`src/rtl/cart_mem_pkg.sv`:
```
// Shared definitions for the cartridge memory read path.
package cart_mem_pkg;

    localparam int ADDR_W = 25;
    localparam int TIMER_W = 8;
    localparam logic [7:0] OPEN_BUS = 8'hFF;

    typedef enum logic {
        ST_IDLE = 1'b0,
        ST_REQ  = 1'b1
    } state_t;

endpackage

```
`src/rtl/cart_mem_cache1.sv`:
```
// Single-entry read cache: one address/data pair with a valid bit.
// A fill and an invalidate in the same cycle leave the entry invalid.
module cart_mem_cache1
    import cart_mem_pkg::*;
(
    input  logic              clk,
    input  logic              reset_n,
    input  logic              fill,
    input  logic [ADDR_W-1:0] fill_addr,
    input  logic [7:0]        fill_data,
    input  logic              inval,
    input  logic [ADDR_W-1:0] lookup_addr,
    output logic              hit,
    output logic [7:0]        data
);

    logic              valid_q;
    logic [ADDR_W-1:0] addr_q;
    logic [7:0]        data_q;

    // Capture the entry on fill; invalidate takes priority over a same-cycle fill.
    always_ff @(posedge clk or negedge reset_n) begin
        if (!reset_n) begin
            valid_q <= 1'b0;
            addr_q  <= '0;
            data_q  <= '0;
        end else begin
            if (fill) begin
                addr_q  <= fill_addr;
                data_q  <= fill_data;
                valid_q <= 1'b1;
            end
            if (inval) begin
                valid_q <= 1'b0;
            end
        end
    end

    assign hit  = valid_q & (addr_q == lookup_addr);
    assign data = data_q;

endmodule

```
`src/rtl/cart_mem_responder.sv`:
```
// Memory-side responder for the cartridge mapper read path.
// A rising CPU read strobe either answers from the one-entry cache, answers
// open-bus for addresses outside the loaded image, or runs a req/ack SDRAM
// read while holding the CPU in wait. A request that sees no ack within
// TIMEOUT cycles is abandoned with open-bus data and a sticky error flag.
//
//  state   | meaning
//  --------+-----------------------------------------------------------
//  ST_IDLE | no SDRAM request outstanding; hits and oor answered here
//  ST_REQ  | sdram_rd held high, waiting for sdram_ack or timeout
module cart_mem_responder
    import cart_mem_pkg::*;
#(
    parameter int unsigned TIMEOUT = 255
) (
    input  logic              clk,
    input  logic              reset_n,
    input  logic [ADDR_W-1:0] rom_size,
    input  logic [ADDR_W-1:0] mem_addr,
    input  logic              mem_oe,
    input  logic              rd,
    input  logic              inval,
    output logic [7:0]        d_to_cpu,
    output logic              wait_n,
    output logic [ADDR_W-1:0] sdram_addr,
    output logic              sdram_rd,
    input  logic              sdram_ack,
    input  logic [7:0]        sdram_dout,
    output logic              err
);

    localparam logic [TIMER_W-1:0] TIMER_LAST = TIMER_W'(TIMEOUT - 1);

    state_t             state_q, state_d;
    logic [TIMER_W-1:0] timer_q, timer_d;
    logic [7:0]         dout_d;
    logic [ADDR_W-1:0]  addr_d;
    logic               req_d;
    logic               err_d;
    logic               err_set;
    logic               fill;
    logic               rd_q;
    logic               start;
    logic               oor;
    logic               hit;
    logic [7:0]         cache_data;

    assign start = rd & ~rd_q & mem_oe;
    assign oor   = (mem_addr >= rom_size);

    cart_mem_cache1 u_cache (
        .clk         (clk),
        .reset_n     (reset_n),
        .fill        (fill),
        .fill_addr   (sdram_addr),
        .fill_data   (sdram_dout),
        .inval       (inval),
        .lookup_addr (mem_addr),
        .hit         (hit),
        .data        (cache_data)
    );

    // Next-state, timer and output-register decisions for the read FSM.
    always_comb begin
        state_d = state_q;
        timer_d = timer_q;
        dout_d  = d_to_cpu;
        addr_d  = sdram_addr;
        req_d   = sdram_rd;
        err_set = 1'b0;
        fill    = 1'b0;
        if (state_q == ST_IDLE) begin
            if (start) begin
                if (oor) begin
                    dout_d = OPEN_BUS;
                end else if (hit) begin
                    dout_d = cache_data;
                end else begin
                    addr_d  = mem_addr;
                    req_d   = 1'b1;
                    timer_d = '0;
                    state_d = ST_REQ;
                end
            end
        end else begin
            timer_d = timer_q + 1'b1;
            if (sdram_ack) begin
                dout_d  = sdram_dout;
                fill    = 1'b1;
                req_d   = 1'b0;
                state_d = ST_IDLE;
            end else if (timer_q == TIMER_LAST) begin
                dout_d  = OPEN_BUS;
                req_d   = 1'b0;
                err_set = 1'b1;
                state_d = ST_IDLE;
            end
        end
        // Reload of the image clears the error even if a timeout lands together with it.
        if (inval) begin
            err_d = 1'b0;
        end else begin
            err_d = err | err_set;
        end
    end

    // State and output registers; reset drops an in-flight request immediately.
    always_ff @(posedge clk or negedge reset_n) begin
        if (!reset_n) begin
            state_q    <= ST_IDLE;
            timer_q    <= '0;
            d_to_cpu   <= OPEN_BUS;
            sdram_addr <= '0;
            sdram_rd   <= 1'b0;
            err        <= 1'b0;
            rd_q       <= 1'b0;
        end else begin
            state_q    <= state_d;
            timer_q    <= timer_d;
            d_to_cpu   <= dout_d;
            sdram_addr <= addr_d;
            sdram_rd   <= req_d;
            err        <= err_d;
            rd_q       <= rd;
        end
    end

    // The CPU stalls from the miss-detect cycle until the request resolves.
    assign wait_n = ~reset_n |
                    ~((state_q == ST_REQ) | ((state_q == ST_IDLE) & start & ~oor & ~hit));

endmodule
```
`config.mk`:
```
export PLATFORM = sky130hd
export DESIGN_NAME = cart_mem_responder
export DESIGN_NICKNAME = d
export VERILOG_FILES = /design/src/rtl/cart_mem_pkg.sv /design/src/rtl/cart_mem_cache1.sv /design/src/rtl/cart_mem_responder.sv
export SDC_FILE = /design/constraint.sdc
export NUM_CORES = 1
export LEC_CHECK = 0
export ABC_CLOCK_PERIOD_IN_PS = 4550
export CORE_MARGIN = 2
export CORE_UTILIZATION = 33
export DETAILED_ROUTE_END_ITERATION = 8
export GPL_ROUTABILITY_DRIVEN = 0
export SLEW_MARGIN = 15
export SYNTH_ARGS = -nofsm -noshare
export SYNTH_HDL_FRONTEND = slang
export SYNTH_SLANG_ARGS = --single-unit
```
`constraint.sdc`:
```
create_clock -name clk -period 4.55 [get_ports clk]
set_input_delay 1.1375 -clock clk [delete_from_list [all_inputs] [get_ports clk]]
set_output_delay 1.1375 -clock clk [all_outputs]
set_load 0.02 [all_outputs]
```
Word level (Yosys, flattened, before mapping)

Cells that the tools add are included.

Eq/ne operators: 5
Add/subtract/negate cells: 1
Magnitude comparators: 1
Muxes and demuxes: 30
Reduce and logical (&&, ||, !) cells: 7
Bitwise operators: 15

Operators with widths:

| cell                                          | number |
|---|---|
| 2-to-1 mux 8 bit                              | 10 |
| == test 25 bit                                | 1 |
| greater-or-equal comparator 25 bit            | 1 |
| 2-to-1 mux 1 bit                              | 20 |
| adder 8 x 1 -> 8 bit, second input constant   | 1 |
| == test 8 bit, second input constant          | 1 |
| AND reduction 4 bit                           | 2 |
| AND 1 bit                                     | 6 |
| inverter 1 bit                                | 6 |
| AND reduction 3 bit                           | 2 |
| != test 2 bit, second input constant          | 2 |
| nonzero test 2 bit                            | 2 |
| != test 3 x 2 -> 1 bit, second input constant | 1 |
| bitwise OR 1 bit                              | 3 |
| nonzero test 3 bit                            | 1 |

Register bits after elaboration: 79
Logic and storage cells: 69
Input port bits: 64

Logic depth before layout (Yosys ltp)

Word-level depth: 9
Depth in mapped cells: 9
Mapped depth without buffers: 8

Modules after synthesis

A second synthesis with hierarchy kept.

Cells, all modules: 371
Area, all modules: 4299.1 um^2

By module, submodules not included:

| module             | instances | seq. area each (um^2) | area each (um^2) | cells an instance |
|---|---|---|---|---|
| cart_mem_responder | 1         | 1136.1                | 2770.2           | 264 |
| cart_mem_cache1    | 1         | 850.8                 | 1529.0           | 107 |

Worst setup path before layout

No wires, ideal clock.

Kind: input-to-output
Start: in rom_size[24]
End: out wait_n
Setup slack: 0.241 ns
Buffers on the path: 1
Stages: 9
Arrival time: 3.172 ns
Data required time: 3.413 ns
Cells stage by stage: inv_1 ha_1 nand4_1 nor4_1 nand2_1 nor2_1 clkbuf_1 nor3_2 o21ai_0

Cells in the longest elaborated chain, start to end: 7

RTL lines:

| item                               | line                      | source |
|---|---|---|
| from (decl)                        | cart_mem_responder.sv:18  | `input logic [ADDR_W-1:0] rom_size,` |
| greater-or-equal comparator 25 bit | cart_mem_responder.sv:49  | `assign oor = (mem_addr >= rom_size);` |
| inverter 1 bit (no line)           | -                         |  |
| AND 1 bit (2 in series)            | cart_mem_responder.sv:130 | `~((state_q == ST_REQ) \| ((state_q == ST_IDLE) & start & ~oor & ~hit));` |
| bitwise OR 1 bit                   | cart_mem_responder.sv:130 |  |
| inverter 1 bit                     | cart_mem_responder.sv:130 |  |
| bitwise OR 1 bit                   | cart_mem_responder.sv:129 | `assign wait_n = ~reset_n \|` |
| to (decl)                          | cart_mem_responder.sv:24  | `output logic wait_n,` |

No other way between the ends.

Final worst setup path

Start: in rom_size[22]
End: out wait_n

Same word-level chain as after synthesis.

==> reports/qor.txt <==
Switch Pwr = 0.953 mW
Inserted Diodes = 0
Footprint of the multi-input gates = 0.00211 mm²
Comb power frac = 38.5%
Final worst slack = 0.122 ns
Run status = finished clean
PnR Total Power = 3.00 mW
Cells along the critical path = clkdlybuf4s50_1 > inv_1 > ha_1 > a21o_1 > a21o_1 > a211oi_2 > nand3_1 > nor3_2 > o21ai_0 > buf_2
DIE WIDTH = 117 µm
TNS Setup = 0 ns
Max-cap violations = 0
Detailed Place HPWL = 7.77 mm
Critical Path Slowest Stage Cell = clkdlybuf4s50_1
Sw Ratio = 31.7%
DRC viols = 0
CTS hold repair buffers = 0
Post-synth top area share = 41.9%
Netlist area before placement = 0.00424 mm²
Worst EP required = 3.41 ns
Gate Count Post-Synth = 363
Arrival @ worst endpoint = 3.29 ns
TritonCTS Buffers = 9
Critical-path maximum fanout = 2
CP most frequent cell = a21o_1
Seq/Total Area, Yosys = 46.8%
First-pass GRT wire length = 17.8 mm
Die Y = 117 µm
Starting DRT DRC Count = 108
Vias in the first global route = 3480
Vias post-DR = 3314
Initial Utilization = 33.8%
Crit path capture type = output pin
Final setup fails = 0
Post-layout util = 48.5%
Final worst path period share = 97.3%
Fillers = 1152
Syn nets = 454
Worst path max stage delay = 0.46 ns
GRT Residual Overflow = 0
Mean area per synthesized cell = 11.7 µm²
Clock power frac = 22.3%
Share of cells above drive strength 1 = 27.5%
RSZ-0062 raised after global routing = false
Yosys reg bits = 79
Count of unique library cells instantiated by Yosys = 40
Clk pin slew, worst setup/hold paths = 0.05 ns
Initial antenna violation count = 0
Final Hold Vio Count = 0
Max Transition Viols Final = 0
Rows = 41
H-tree depth = 3
Min Hold Slack = 0.494 ns
Sink Count = 79
Post-DR vias/cell = 4.79
DRT Wirelength = 10.5 mm
Setup CP Type = input pin to output pin
Pin count of the biggest net entering global routing = 80
Register share of total power = 39.2%
Startpoint types = input pin
Synth warn = 0
Post-layout min period = 4.43 ns
CTS max path bufs = 2
Clock root cell = clkbuf_16
Post-route antenna net violation count = 0
Worst clock skew = 0.00543 ns
IO Port Bufs = 99
Pint = 2.05 mW
GRT Total Usage = 16.1%
LEAKAGE = 2.65 nW
Slew @ Worst Pin = 1.01 ns
FMAX = 0.226 GHz
Drt pass-1 iters = 4
Core area = 0.0126 mm²
Avg WL per Cell = 15.2 µm
Hold WC Path Type = flop to flop
Dpl ws = -0.340 ns
Peak supply drop = 0.000174 V
IO Count = 100
Final net count = 606
Top post-synthesis cells by area = dfrtp_1 (42%), mux2_2 (12%), ha_1 (8.0%), xnor2_1 (5.4%), mux2_1 (5.0%)
Total Die Area = 0.0138 mm²
Register area = 0.00199 mm²
CTS tree = built
Rel. slew slack = 32.4%
Synth area leader = dfrtp_1
Later-pin clock latency in the skew report = 0.34 ns
Pwr Density = 492 mW/mm²
P&R area growth vs syn = 43.8%
worst paths after layout:
check,startpoint,endpoint,slack (ns),depth (start not counted)
setup / recovery,rom_size[22],wait_n,0.12,10
hold / removal,u_cache.data[6],u_cache.data[6],0.49,1
setup reg to reg,state_q,d_to_cpu[7],2.00,4
hold reg to reg,u_cache.data[6],u_cache.data[6],0.49,1
max in group asynchronous,reset_n,u_cache.addr_q[14],2.84,2
min in group asynchronous,reset_n,sdram_addr[22],1.06,2
synth_stat cells (all sizes together):
cell	n
o32a	8
and4	2
a211o	1
nand2	20
nand4	18
dfrtp	71
or3	2
nor2	5
nand3	5
or2	9
a2111oi	1
xnor2	26
a21o	2
o21ai	8
nor4	6
and2	1
o2bb2ai	1
clkbuf	6
xor2	4
mux2	66
dfstp	8
clkinv	1
ha	27
o211ai	1
inv	29
o22ai	6
a21oi	10
o311a	1
a31oi	1
a2bb2oi	1
and3	1
nor3	7
a211oi	2
buf	6
sequential cells by signal (all words and copies together), names as in the netlist:
name             count
d_to_cpu             8
sdram_rd             1
state_q              1
err                  1
u_cache.addr_q      25
u_cache.valid_q      1
timer_q              8
sdram_addr          25
u_cache.data         8
rd_q                 1
worst max-delay path, delay by kind of cell:
kind | cells | cell delay [ns]
AOI/OAI and AO/OA | 4 | 0.72
adders and majority gates | 1 | 0.29
buffers and inverters | 3 | 0.69
and+or+nand+nor | 2 | 0.45
repair_timing:
item	4_1_cts	5_1_grt
gates cloned	0	0
endpoints found under the hold margin	0	0
pin swaps	2	4
endpoints found under the setup margin	1	1
resized for setup	7	3
setup buffers	0	1
cells by family after synthesis:
logic type                 count (synthesis)  synth area share [%]
muxes                                     66                  17.5
buffers and inverters                     42                  4.10
adders and majority gates                 27                  7.96
xor gates and xnor gates                  30                  6.19
DFF                                       79                  46.8
AOI/OAI and AO/OA                         43                  7.43
and+or+nand+nor                           76                  9.97
power groups by stage:
stage	Clock, mW	Combinational (mW)	Sequential (mW)
floorplan	0	0.491	1.28
global placement	0	1.14	1.18
detailed placement	0	1.16	1.19
CTS	0.688	1.17	1.18
global route	0.715	1.25	1.21
finish	0.669	1.16	1.18
cells in the final DEF (no fill, tap or decap), types with 2 or more instances in the layout:
master	Yosys	final
nor4_1	5	2
or3_1	2	2
a21o_1	2	2
xor2_1	4	4
nand3_1	5	5
mux2_1	19	19
nor4_2	0	3
ha_1	27	27
dfstp_2	8	8
xnor2_1	26	26
nand2_1	20	19
mux2_2	47	47
clkbuf_8	0	2
nor2_1	5	5
clkbuf_16	0	9
clkinv_2	0	4
or2_2	9	9
inv_1	29	29
buf_4	0	54
o21ai_1	1	2
a21oi_1	10	10
o32a_1	8	8
o21ai_0	7	6
nand4_1	18	18
and4_1	2	2
clkdlybuf4s50_1	0	97
o22ai_1	6	6
nor3_1	6	6
dfrtp_1	71	71
layout make-up:
class	count	area share [%]
inverters	30	1.85
well taps	172	3.53
multi-input cells	242	34.6
clock buffers	12	4.20
repair buffers	153	23.0
clock inverters	4	0.328
flip-flops and latches	79	32.6
routing by layer:
| metal | vias up | global-route usage, % | wire (µm) |
|---|---|---|---|
| li1 | 1606 | - | - |
| met1 | 1611 | 21.3 | 4970 |
| met2 | 82 | 25.0 | 4740 |
| met3 | 15 | 4.13 | 562 |
| met4 | 0 | 7.15 | 219 |
| met5 | - | 0 | 0 |
metrics by stage:
step                cells  area, µm²
CTS                   691       6090
global route          692       6100
floorplan             363       4240
global placement      675       5800
finish                692       6100
detailed placement    675       5800
Power figures use the tool's default switching activity.
